`config.mk`:
```
export PLATFORM = sky130hd
export DESIGN_NAME = float_to_int_serial
export DESIGN_NICKNAME = d
export VERILOG_FILES = /design/src/rtl/float_to_int_serial.sv
export SDC_FILE = /design/constraint.sdc
export NUM_CORES = 1
export LEC_CHECK = 0
export CELL_PAD_IN_SITES_DETAIL_PLACEMENT = 0
export CELL_PAD_IN_SITES_GLOBAL_PLACEMENT = 1
export CORE_MARGIN = 5
export CORE_UTILIZATION = 40
export CTS_CLUSTER_DIAMETER = 80
export DETAILED_ROUTE_END_ITERATION = 10
export PLACE_DENSITY_LB_ADDON = 0.1
export SYNTH_ARGS = -nofsm -noshare
export SYNTH_HDL_FRONTEND = slang
export SYNTH_SLANG_ARGS = --single-unit
```
`constraint.sdc`:
```
create_clock -name i_clk -period 3.07 [get_ports i_clk]
set_input_delay 0.614 -clock i_clk [delete_from_list [all_inputs] [get_ports i_clk]]
set_output_delay 0.614 -clock i_clk [all_outputs]
set_load 0.02 [all_outputs]
```
`src/rtl/float_to_int_serial.sv`:
```
// Serial converter from the 31-bit unsigned float format {exp[7:0], man[22:0]} to a
// non-negative 32-bit integer, using a one-bit-per-cycle shifter behind valid/ready.
module float_to_int_serial #(
    parameter int unsigned BIAS = 127
) (
    input  logic        i_clk,
    input  logic        i_rst,
    input  logic        i_valid,
    output logic        o_ready,
    input  logic [30:0] i_float,
    output logic        o_valid,
    input  logic        i_ready,
    output logic [31:0] o_int,
    output logic        o_sat
);

    localparam int unsigned EXP_W   = 8;
    localparam int unsigned MAN_W   = 23;
    localparam int unsigned INT_W   = 32;
    localparam int unsigned CNT_W   = 5;
    localparam int unsigned E_UNITY = BIAS + MAN_W;
    localparam int unsigned E_MAX   = BIAS + 30;

    typedef enum logic [1:0] {IDLE, SHIFT, DONE} state_t;

    state_t             state, state_nx;
    logic [INT_W-1:0]   shreg, shreg_nx;
    logic [CNT_W-1:0]   cnt, cnt_nx;
    logic               dir_left, dir_left_nx;
    logic               sat_r, sat_nx;
    logic               o_valid_nx;
    logic [INT_W-1:0]   o_int_nx;
    logic               o_sat_nx;

    logic               accept_c;
    logic [31:0]        exp_c;
    logic [INT_W-1:0]   sig_c;

    assign o_ready  = (state == IDLE) && !i_rst;
    assign accept_c = i_valid && o_ready;
    assign exp_c    = 32'(i_float[30:MAN_W]);
    assign sig_c    = INT_W'({1'b1, i_float[MAN_W-1:0]});

    // State and datapath registers
    always_ff @(posedge i_clk) begin
        if (i_rst) begin
            state    <= IDLE;
            shreg    <= '0;
            cnt      <= '0;
            dir_left <= 1'b0;
            sat_r    <= 1'b0;
            o_valid  <= 1'b0;
            o_int    <= '0;
            o_sat    <= 1'b0;
        end else begin
            state    <= state_nx;
            shreg    <= shreg_nx;
            cnt      <= cnt_nx;
            dir_left <= dir_left_nx;
            sat_r    <= sat_nx;
            o_valid  <= o_valid_nx;
            o_int    <= o_int_nx;
            o_sat    <= o_sat_nx;
        end
    end

    // Next-state and datapath; special cases park their result in shreg directly
    always_comb begin
        state_nx    = state;
        shreg_nx    = shreg;
        cnt_nx      = cnt;
        dir_left_nx = dir_left;
        sat_nx      = sat_r;
        o_valid_nx  = o_valid;
        o_int_nx    = o_int;
        o_sat_nx    = o_sat;

        case (state)
            IDLE: begin
                if (accept_c) begin
                    sat_nx = 1'b0;
                    if (exp_c < BIAS) begin
                        shreg_nx = '0;
                        state_nx = DONE;
                    end else if (exp_c > E_MAX) begin
                        shreg_nx = 32'h7FFF_FFFF;
                        sat_nx   = 1'b1;
                        state_nx = DONE;
                    end else if (exp_c == E_UNITY) begin
                        shreg_nx = sig_c;
                        state_nx = DONE;
                    end else if (exp_c > E_UNITY) begin
                        shreg_nx    = sig_c;
                        dir_left_nx = 1'b1;
                        cnt_nx      = CNT_W'(exp_c - E_UNITY);
                        state_nx    = SHIFT;
                    end else begin
                        shreg_nx    = sig_c;
                        dir_left_nx = 1'b0;
                        cnt_nx      = CNT_W'(E_UNITY - exp_c);
                        state_nx    = SHIFT;
                    end
                end
            end
            SHIFT: begin
                shreg_nx = dir_left ? (shreg << 1) : (shreg >> 1);
                cnt_nx   = cnt - CNT_W'(1);
                if (cnt == CNT_W'(1)) begin
                    state_nx = DONE;
                end
            end
            DONE: begin
                // First DONE cycle publishes the result; it then holds until consumed
                if (!o_valid) begin
                    o_valid_nx = 1'b1;
                    o_int_nx   = shreg;
                    o_sat_nx   = sat_r;
                end else if (i_ready) begin
                    o_valid_nx = 1'b0;
                    state_nx   = IDLE;
                end
            end
            default: begin
                state_nx = IDLE;
            end
        endcase
    end

endmodule

```
**Yosys cells after proc, flatten, opt, wreduce, memory -nomap -nowiden**

Index checks and enable logic that the tools add are counted.

- Logic and storage cells: 64
- Latch bits: 0
- Bits in writable memories: 0
- Input port bits: 35
- Register bits after elaboration: 75
- Output and inout bits: 35
- Memory bits (read-only): 0
- Memories kept: 0

- Add/sub/neg operators: 3
- Div/mod/pow operators: 0
- Equality and inequality tests: 11
- Multipliers: 0
- Reductions and logical operators: 11
- Magnitude comparators: 3
- Bitwise operators: 4
- Mux-type cells: 24
- Shifts and indexed selects: 0

Operators with widths:

| cell | count |
|---|---|
| two-way mux 32 bit | 2 |
| one-hot mux 32 bit (2 select lines) | 1 |
| two-way mux 31 bit | 2 |
| two-way mux 5 bit | 5 |
| > comparator 8 bit (second input constant) | 2 |
| two-way mux 2 bit | 7 |
| inequality test 2 bit (second input constant) | 7 |
| one-hot mux 5 bit (2 select lines) | 1 |
| AND reduction 5 bit | 2 |
| equality test 8 bit (second input constant) | 1 |
| < comparator 8 x 7 -> 1 bit (second input constant) | 1 |
| one-hot mux 2 bit (3 select lines) | 1 |
| AND reduction 2 bit | 3 |
| equality test 5 x 1 -> 1 bit (second input constant) | 1 |
| two-way mux 1 bit | 5 |
| subtractor 5 x 1 -> 5 bit (second input constant) | 1 |
| subtractor 5 bit (first input constant) | 1 |
| subtractor 5 bit (second input constant) | 1 |
| NOT 1 bit | 4 |
| AND reduction 4 bit | 1 |
| equality test 2 x 1 -> 1 bit (second input constant) | 1 |
| equality test 2 bit (second input constant) | 1 |
| logical AND 1 bit | 2 |
| zero test 2 bit | 1 |
| 2 further kinds | 2 |

**Logic depth before layout (Yosys ltp)**

Gate-level depths: netlist of the first run.

- Depth in word-level cells: 7
- Gate-level depth with buffers: 8
- Mapped depth without buffers: 7

**Worst setup path after synthesis of the first run**

No wires, ideal clock.

- Kind: input -> register
- Start: input port i_float[23]
- End: register cnt[2]
- Stages: 7
- Buffers on the path: 0
- Setup time: 0.147 ns
- Data arrival time: 1.809 ns
- Slack: 1.114 ns
- Required time: 2.923 ns
- Cells stage by stage: inv_1 > ha_1 > nand4b_1 > a21oi_2 > nor2_1 > a2111oi_0 > a311oi_1

- Cells in the longest elaborated chain, start to end: 7
- Elaborated cells on any way between the ends: 16
- Classes of those cells: 2 x add/sub; 3 x order compare; 4 x eq/ne; 6 x mux; 1 x reduce/logical

RTL lines:

| element | line | RTL |
|---|---|---|
| from (decl) | 10 | `input logic [30:0] i_float,` |
| > comparator 8 bit (tied with other cells) | 92 | `end else if (exp_c > E_UNITY) begin` |
| two-way mux 5 bit | 92 |  |
| two-way mux 5 bit | 89 | `end else if (exp_c == E_UNITY) begin` |
| two-way mux 5 bit | 85 | `end else if (exp_c > E_MAX) begin` |
| two-way mux 5 bit | 82 | `if (exp_c < BIAS) begin` |
| two-way mux 5 bit | 80 | `if (accept_c) begin` |
| one-hot mux 5 bit (2 select lines) | 78 | `case (state)` |
| to (signal assigned) | 58 | `cnt <= cnt_nx;` |
| to (decl) | 28 | `logic [CNT_W-1:0] cnt, cnt_nx;` |

Several ways; a longest one is shown, not always the timed one. The select of a mux whose other input is x is not followed.
A chain may end at the register's enable or synchronous reset.

**Worst setup path in the final report of the first run**

- Start: input port i_float[23]
- End: register shreg[23]

- Cells in the longest elaborated chain, start to end: 4

RTL lines:

| element | line | RTL |
|---|---|---|
| < comparator 8 x 7 -> 1 bit | 82 |  |
| two-way mux 31 bit | 82 |  |
| two-way mux 32 bit | 80 |  |
| one-hot mux 32 bit (2 select lines) | 78 |  |
| to (signal assigned) | 57 | `shreg <= shreg_nx;` |
| to (decl) | 27 | `logic [INT_W-1:0] shreg, shreg_nx;` |

Every way passes these cells. The select of a mux whose other input is x is not followed.

==> flow_summary.json, run 1 <==
{
  "tightest_slew_ps": 970,
  "fin_tns_setup_ps": 0,
  "leakage_nw": 1.61,
  "tritoncts": "yes",
  "synth-warning-count": 0,
  "start_kind": "primary input",
  "die_x_um": 110,
  "setup_violations": 0,
  "synth_top_flop_cell": "dfxtp_1",
  "htree_levels": 3,
  "worstRegToRegCells": 5,
  "max_freq_ghz": 0.435,
  "ys_seq_area_frac": 0.376,
  "worstSetupStartpoint": "i_float[23]",
  "n_fill_cell": 963,
  "start_util": 0.410,
  "dr.pass1.iters": 4,
  "cts_sinks": 75,
  "min_to": "o_int[20]",
  "dieHeight_um": 110,
  "p_total_mw": 2.95,
  "min_period_over_period": 0.748,
  "antenna_found_initial": 0,
  "drv_cap": 0,
  "critPathKind": "in2reg",
  "clockBufferDepth": 2,
  "whs_path_depth": 2,
  "r2r-start": "state[1]",
  "ioPinCount": 70,
  "final_layout_size_suffix_gt1_frac": 0.176,
  "arrival_ps": 2530,
  "cts_setup_buffers": 0,
  "synthArstFlopShare": 0,
  "finalHoldViolCount": 0,
  "num_rows": 36,
  "status": "finished clean",
  "antenna_left": 0,
  "drcViolationCount": 0,
  "required_ps": 3310,
  "insertion_delay_ps": 350,
  "dp_hpwl_um": 6720,
  "detail_route.wl_per_cell_um": 15.4,
  "min_period_ps": 2300,
  "cts.reportedPaths.clkPinSlew_ps": 90,
  "syn-num-nets": 503,
  "worst-path-max-fanout": 24,
  "port-buffer-count": 69,
  "syn_inst": 459,
  "grt_overflow_total": 0,
  "hold_path.class": "reg2reg",
  "reg2reg_to": "shreg[17]",
  "skew_ps": 11.2,
  "grt_start_max_net_pins": 77,
  "place_congestion": 0.825,
  "grt_setup_unrepaired": "false",
  "yosys.cell_types.count": 55,
  "instances_no_fill": 650,
  "final-max-slew-violation-count": 0,
  "cts_made_buffers": 9,
  "grt_use_total": 0.173,
  "ys_ff_latch": 75,
  "final_area_um2": 5000,
  "powerDensity_nw_per_um2": 590,
  "design.die.area_um2": 12100,
  "wirelength_um": 10000,
  "fp.coreArea_um2": 9730,
  "diodes": 0,
  "grt_pass1_vias": 3369,
  "grt_pass1_wl_um": 16700,
  "syn_area_um2": 3990,
  "endpoint_kind": "flop",
  "layout_common_cells": "93 x nand2_1, 75 x dfxtp_1, 68 x clkdlybuf4s50_1, 51 x a21oi_1, 29 x nor2_1",
  "relSlewSlack": 0.354,
  "ctsResizeCount": 0,
  "syn_avg_cell_area_um2": 8.69,
  "worstHoldStart": "o_int[20]",
  "area_growth_pct": 25.3,
  "rrSetupSlack_ps": 1010,
  "drtIter0Drc": 201,
  "num_vias": 3480,
  "place_area_um2": 4790,
  "peakVddDrop_mv": 0.256,
  "vias_per_cell": 5.35,
  "cts_hold_buffers": 0,
  "place_ws_ps": 409,
  "layout_commonest_cell": "nand2_1",
  "nets": 556,
  "post-place-cells": 634,
  "worst_slack_ps": 772,
  "cts.root.buffer_cell": "clkbuf_8",
  "synth_edf_count": 0
}
report_power, final:
part | leakage, nW | internal [mW] | switching, mW | total, mW
sequential | 0.612 | 1.12 | 0.138 | 1.25
clock | 0.0957 | 0.401 | 0.381 | 0.782
combinational | 0.905 | 0.396 | 0.520 | 0.916
worst max path at each step:
stage	slack (ps)	depth (start not counted)	endpoint
6_report	770	9	shreg[23]
3_5_place_dp	410	9	shreg[23]
4_1_cts	770	9	shreg[23]
2_1_floorplan	1110	7	cnt[2]
5_1_grt	630	8	cnt[2]
3_3_place_gp	500	8	cnt[2]
logic make-up (layout without fill, tap and decap cells):
| kind of cell | after synthesis | count (layout) | share of synthesized area |
|---|---|---|---|
| flops | 75 | 75 | 0.376 |
| simple gates | 158 | 158 | 0.177 |
| mux | 30 | 30 | 0.0812 |
| buf+inv | 48 | 106 | 0.0568 |
| fa+ha+maj | 9 | 9 | 0.0282 |
| compound gates | 138 | 138 | 0.278 |
| xor+xnor | 1 | 1 | 0.00220 |
per-stage QoR:
stage | hold WS, ps | util
after floorplan | 432 | -
after global placement | 443 | 0.493
after detailed placement | 446 | 0.493
after CTS | 458 | 0.514
after global routing | 479 | 0.514
final | 454 | 0.514
cell type report:
cell class	instances	area, um2	share of cell area
Timing Repair Buffer	81	826	0.165
Tap cell	133	166	0.0333
Inverter	9	33.8	0.00676
Clock buffer	11	141	0.0283
Clock inverter	5	62.6	0.0125
Multi-Input combinational cell	336	2270	0.454
Sequential cell	75	1500	0.300
cells in the mapped netlist, types with 7 or more instances:
cell type / count / area share
buf_2: 16 / 0.020
mux2i_1: 11 / 0.028
o21ai_1: 23 / 0.029
a211oi_1: 7 / 0.013
nor2_1: 31 / 0.029
a221oi_2: 7 / 0.026
a21oi_1: 51 / 0.064
clkbuf_1: 17 / 0.016
mux2_2: 19 / 0.054
ha_1: 9 / 0.028
a311oi_2: 20 / 0.075
nand3_1: 8 / 0.010
dfxtp_1: 75 / 0.38
inv_1: 7 / 0.0066
nand2_1: 93 / 0.087
routing by layer:
layer  vias up  routed length, um  track usage
li1       1753                  -            -
met1      1636               4910        0.241
met2        78               4500        0.264
met3        13                459       0.0370
met4         0                170       0.0597
met5         -                  0            0
worst max-delay path: stages:
cell             delay (ps)
clkdlybuf4s50_1         500
buf_4                   160
ha_1                    150
nand3_1                 110
o21ai_1                 150
and2_1                  140
buf_4                   260
mux2i_1                 130
a221oi_1                310
registers in the layout, summed over array words and instances, names as in the netlist:
register / cells
o_valid: 1
sat_r: 1
shreg: 32
o_sat: 1
o_int: 32
dir_left: 1
state: 2
cnt: 5
No activity file was read; power rests on OpenSTA's default activity.
==> inputs of run 2 (changes only) <==
- CORE_UTILIZATION: 40 -> 36
- clock period: 3.07 -> 1.9 ns (I/O delays scaled with it)
==> run 2 against run 1 <==
Effect of this change: clock power increased by 80%; register-to-register slack got worse by 770 ps; sequential power is 62% higher; critical path depth is the same; global-route usage fell by 0.64 points; count of clock-buffer cells in the layout rose by 1; non-clock buffer count increased by 36; combinational power rose by 79%; power increased by 72%; worst setup slack got worse by 740 ps; clock skew down 4.6 ps; sequential share of layout area fell by 2.3 points; critical path type unchanged; highest routed layer unchanged.
==> flow_summary.json, run 2 (synthesis gave the netlist of run 1 again) <==
{
  "layout_commonest_cell": "nand2_1",
  "grt_start_max_net_pins": 77,
  "endpoint_kind": "flop",
  "insertion_delay_ps": 350,
  "grt_use_total": 0.167,
  "num_rows": 38,
  "postLayoutCoreUtil": 0.499,
  "port-buffer-count": 69,
  "max_freq_ghz": 0.534,
  "hold_path.class": "reg2reg",
  "drtIter0Drc": 192,
  "dr.pass1.iters": 4,
  "tightest_slew_ps": 962,
  "regArea_um2": 1500,
  "p_total_mw": 5.08,
  "reg_top3": "o_int: 32 flops, shreg: 32 flops, cnt: 5 flops",
  "clockBufferDepth": 2,
  "htree_levels": 3,
  "whs_ps": 452,
  "num_vias": 3660,
  "drcViolationCount": 0,
  "min_period_ps": 1870,
  "multi_input_area_um2": 2280,
  "peakVddDrop_mv": 0.359,
  "start_util": 0.368,
  "required_ps": 2160,
  "detail_route.wl_per_cell_um": 15.4,
  "wirelength_um": 10700,
  "leakage_nw": 1.86,
  "cts_made_buffers": 9,
  "antenna_left": 0,
  "design.die.area_um2": 13300,
  "min_period_over_period": 0.985,
  "grt_setup_unrepaired": "true",
  "status": "finished clean",
  "worst-path-max-fanout": 10,
  "layout_common_cells": "93 x nand2_1, 75 x dfxtp_1, 62 x clkdlybuf4s50_1, 51 x a21oi_1, 37 x buf_4",
  "final_layout_size_suffix_gt1_frac": 0.237,
  "vias_per_cell": 5.28,
  "final-max-slew-violation-count": 0,
  "powerDensity_nw_per_um2": 940,
  "finalHoldViolCount": 0,
  "cts.root.buffer_cell": "clkbuf_8",
  "dieHeight_um": 115,
  "grt_pass1_wl_um": 17800,
  "arrival_ps": 2130,
  "final_area_um2": 5410,
  "diodes": 0,
  "tritoncts": "yes",
  "place_congestion": 0.789,
  "dp_hpwl_um": 7080,
  "area_growth_pct": 35.5,
  "antenna_found_initial": 0,
  "drv_cap": 0,
  "place_area_um2": 5070,
  "setup_violations": 0,
  "critPathKind": "in2reg",
  "relSlewSlack": 0.359,
  "grt_overflow_total": 0,
  "n_fill_cell": 1071,
  "grt_pass1_vias": 3517,
  "start_kind": "primary input",
  "ioPinCount": 70,
  "die_x_um": 115,
  "fp.coreArea_um2": 10800,
  "nets": 592,
  "skew_ps": 6.59,
  "cts.reportedPaths.clkPinSlew_ps": 80,
  "cts_sinks": 75
}
## run 2: area by class of cell
type | instances | share of cell area
tap | 140 | 0.0324
timing repair buffer | 117 | 0.220
inverter | 9 | 0.00625
clock inverter | 4 | 0.0134
clock buffer | 12 | 0.0287
multi-input combinational | 336 | 0.422
sequential | 75 | 0.278
## run 2: critical path: stages
cell and delay, ps:
dlygate4sd2_1 250, buf_4 170, ha_1 200, o31a_4 300, nor2_4 100, buf_4 130, bufbuf_16 270, o21ai_1 100
a211oi_1 230
## run 2: worst paths after layout
check                            startpoint         to  slack [ps]  cells after the start
worst max-delay path            i_float[23]  shreg[13]          30                      9
worst min-delay path              o_int[17]  o_int[17]         450                      2
worst max register to register     state[1]   state[1]         240                      6
worst min register to register    o_int[17]  o_int[17]         450                      2
## run 2: report_power, final
group,internal [mW],total (mW),switching [mW]
clock network,0.810,1.41,0.603
registers,1.80,2.03,0.228
logic,0.768,1.64,0.872
## run 2: routing by layer
metal,vias to the layer above,share of wire,GRT usage
li1,1834,-,-
met5,-,0,0
met2,77,0.46,0.257
met3,11,0.040,0.0395
met1,1738,0.49,0.232
met4,0,0.012,0.0493
## run 2: metrics by stage
stage          setup WS (ps)  setup TNS [ps]  cells
5_1_grt                -1.80           -1.92    693
3_5_place_dp            -497          -17100    671
6_report                29.1               0    693
2_1_floorplan            178               0    459
3_3_place_gp            -472          -15410    671
4_1_cts                 4.11               0    692
## run 2: repair_timing
| action | CTS | global route |
|---|---|---|
| endpoints found under the setup margin | 38 | 5 |
| hold buffers | 0 | 0 |
| cloned | 2 | 0 |
| resized for setup | 12 | 2 |
| pin swaps | 5 | 2 |
| setup buffers | 4 | 1 |
==> inputs of run 3 (changes only) <==
- CORE_MARGIN: 5 -> 2
==> run 3 against run 2 <==
Effect of this change: clock skew is 7.1 ps higher; worst hold slack better by 1.3 ps; power is 2.4% lower; die area is 10% lower; fmax is 2.4% higher; design area hardly changed; highest routed layer unchanged; clock power is 8% lower; combinational power hardly changed; flip-flop and latch count stayed put; cell count is 0.14% lower; worst setup slack better by 44 ps; core utilization hardly changed.
==> flow_summary.json, run 3 (synthesis gave the netlist of run 1 again) <==
{
  "num_vias": 3630,
  "ioPinCount": 70,
  "regArea_um2": 1500,
  "switching_share": 0.345,
  "cts_hold_buffers": 0,
  "grt_overflow_total": 0,
  "reg_top3": "o_int: 32 flops, shreg: 32 flops, cnt: 5 flops",
  "leakage_nw": 1.86,
  "required_ps": 2100,
  "antenna_found_initial": 0,
  "die_x_um": 109,
  "nets": 591,
  "multi_input_area_um2": 2310,
  "area_growth_pct": 35.4,
  "drtIter0Drc": 134,
  "dp_hpwl_um": 6960,
  "critPathKind": "in2reg",
  "htree_levels": 3,
  "whs_ps": 454,
  "vias_per_cell": 5.25,
  "diodes": 0,
  "power.internal_mw": 3.25,
  "post-place-cells": 671,
  "max_freq_ghz": 0.548,
  "cts_made_buffers": 9,
  "layout_commonest_cell": "nand2_1",
  "p_seq_frac": 0.409,
  "tightest_slew_ps": 977,
  "hold_path.class": "reg2reg",
  "status": "finished clean",
  "power_frac_comb": 0.329,
  "clockBufferDepth": 2,
  "min_period_ps": 1830,
  "detail_route.wl_per_cell_um": 15.1,
  "relSlewSlack": 0.349,
  "skew_ps": 13.7,
  "grt_use_total": 0.181,
  "endpoint_kind": "flop",
  "dr.pass1.iters": 4,
  "min_period_over_period": 0.961,
  "p_switching_mw": 1.71,
  "p_clk_frac": 0.262,
  "powerDensity_nw_per_um2": 918,
  "peakVddDrop_mv": 0.395,
  "cts.root.buffer_cell": "clkbuf_8",
  "place_congestion": 0.785,
  "num_rows": 38,
  "antenna_left": 0,
  "grt_pass1_wl_um": 17000,
  "wirelength_um": 10400,
  "fp.coreArea_um2": 10800,
  "finalHoldViolCount": 0,
  "tritoncts": "yes",
  "grt_pass1_vias": 3423,
  "cts_sinks": 75,
  "layout_common_cells": "93 x nand2_1, 75 x dfxtp_1, 61 x clkdlybuf4s50_1, 51 x a21oi_1, 37 x buf_4",
  "instances_no_fill": 692,
  "drv_cap": 0,
  "worst-path-max-fanout": 7,
  "cts.reportedPaths.clkPinSlew_ps": 90,
  "port-buffer-count": 69,
  "n_fill_cell": 1073,
  "design.die.area_um2": 11900,
  "grt_start_max_net_pins": 77,
  "setup_violations": 0,
  "start_util": 0.368,
  "start_kind": "primary input",
  "final-max-slew-violation-count": 0,
  "final_layout_size_suffix_gt1_frac": 0.243,
  "insertion_delay_ps": 350,
  "arrival_ps": 2020,
  "drcViolationCount": 0,
  "dieHeight_um": 109
}
==> run 3: cell type report <==
class                   count  share of cell area
well taps                 140              0.0324
clock inverters             3             0.00857
multi-input cells         336               0.427
clock buffers              13              0.0294
flip-flops and latches     75               0.278
repair buffers            116               0.218
inverters                   9             0.00625
==> run 3: worst paths after layout <==
path / start / endpoint / slack (ps) / cells past startpoint
worst min-delay path: o_int[28] / o_int[28] / 450 / 2
worst max register to register: state[1] / state[1] / 220 / 6
worst min register to register: o_int[28] / o_int[28] / 450 / 2
worst max-delay path: i_float[23] / cnt[0] / 70 / 8
==> run 3: timing repair <==
action | CTS | global route
pin swaps | 3 | 2
setup endpoints to repair | 40 | 11
resized for setup | 13 | 11
cloned | 2 | 0
setup buffers | 1 | 2
==> run 3: layer usage <==
metal	GRT usage	up-vias	part of all wire
li1	-	1827	-
met1	0.252	1733	0.50
met2	0.283	65	0.46
met3	0.0406	5	0.033
met4	0.0488	0	0.0077
met5	0	-	0
==> run 3: power by group through the flow <==
stage,sequential (mW),combinational (mW),clock [mW]
after floorplan,2.04,1.03,0
after global placement,2.06,1.58,0
after detailed placement,2.06,1.60,0
after CTS,2.03,1.63,1.33
after global routing,2.07,1.80,1.40
final,2.03,1.63,1.30
==> run 3: critical path, cell delays in order <==
cell and delay, ps:
dlygate4sd2_1 260, buf_6 140, ha_1 200, o31a_4 310, buf_4 140, a31o_4 220, a311oi_1 280, a211oi_1 90
==> run 3: through the flow <==
stage / util / area (um2) / total power [mW] / setup slack, ps / TNS, ps
after floorplan: - / 3990 / 3.07 / 178 / 0
final: 0.498 / 5400 / 4.96 / 73.6 / 0
after global placement: 0.467 / 5070 / 3.63 / -515 / -18520
after global routing: 0.498 / 5400 / 5.26 / -25.0 / -36.9
after CTS: 0.494 / 5350 / 4.99 / 31.2 / 0
after detailed placement: 0.467 / 5070 / 3.66 / -592 / -20750
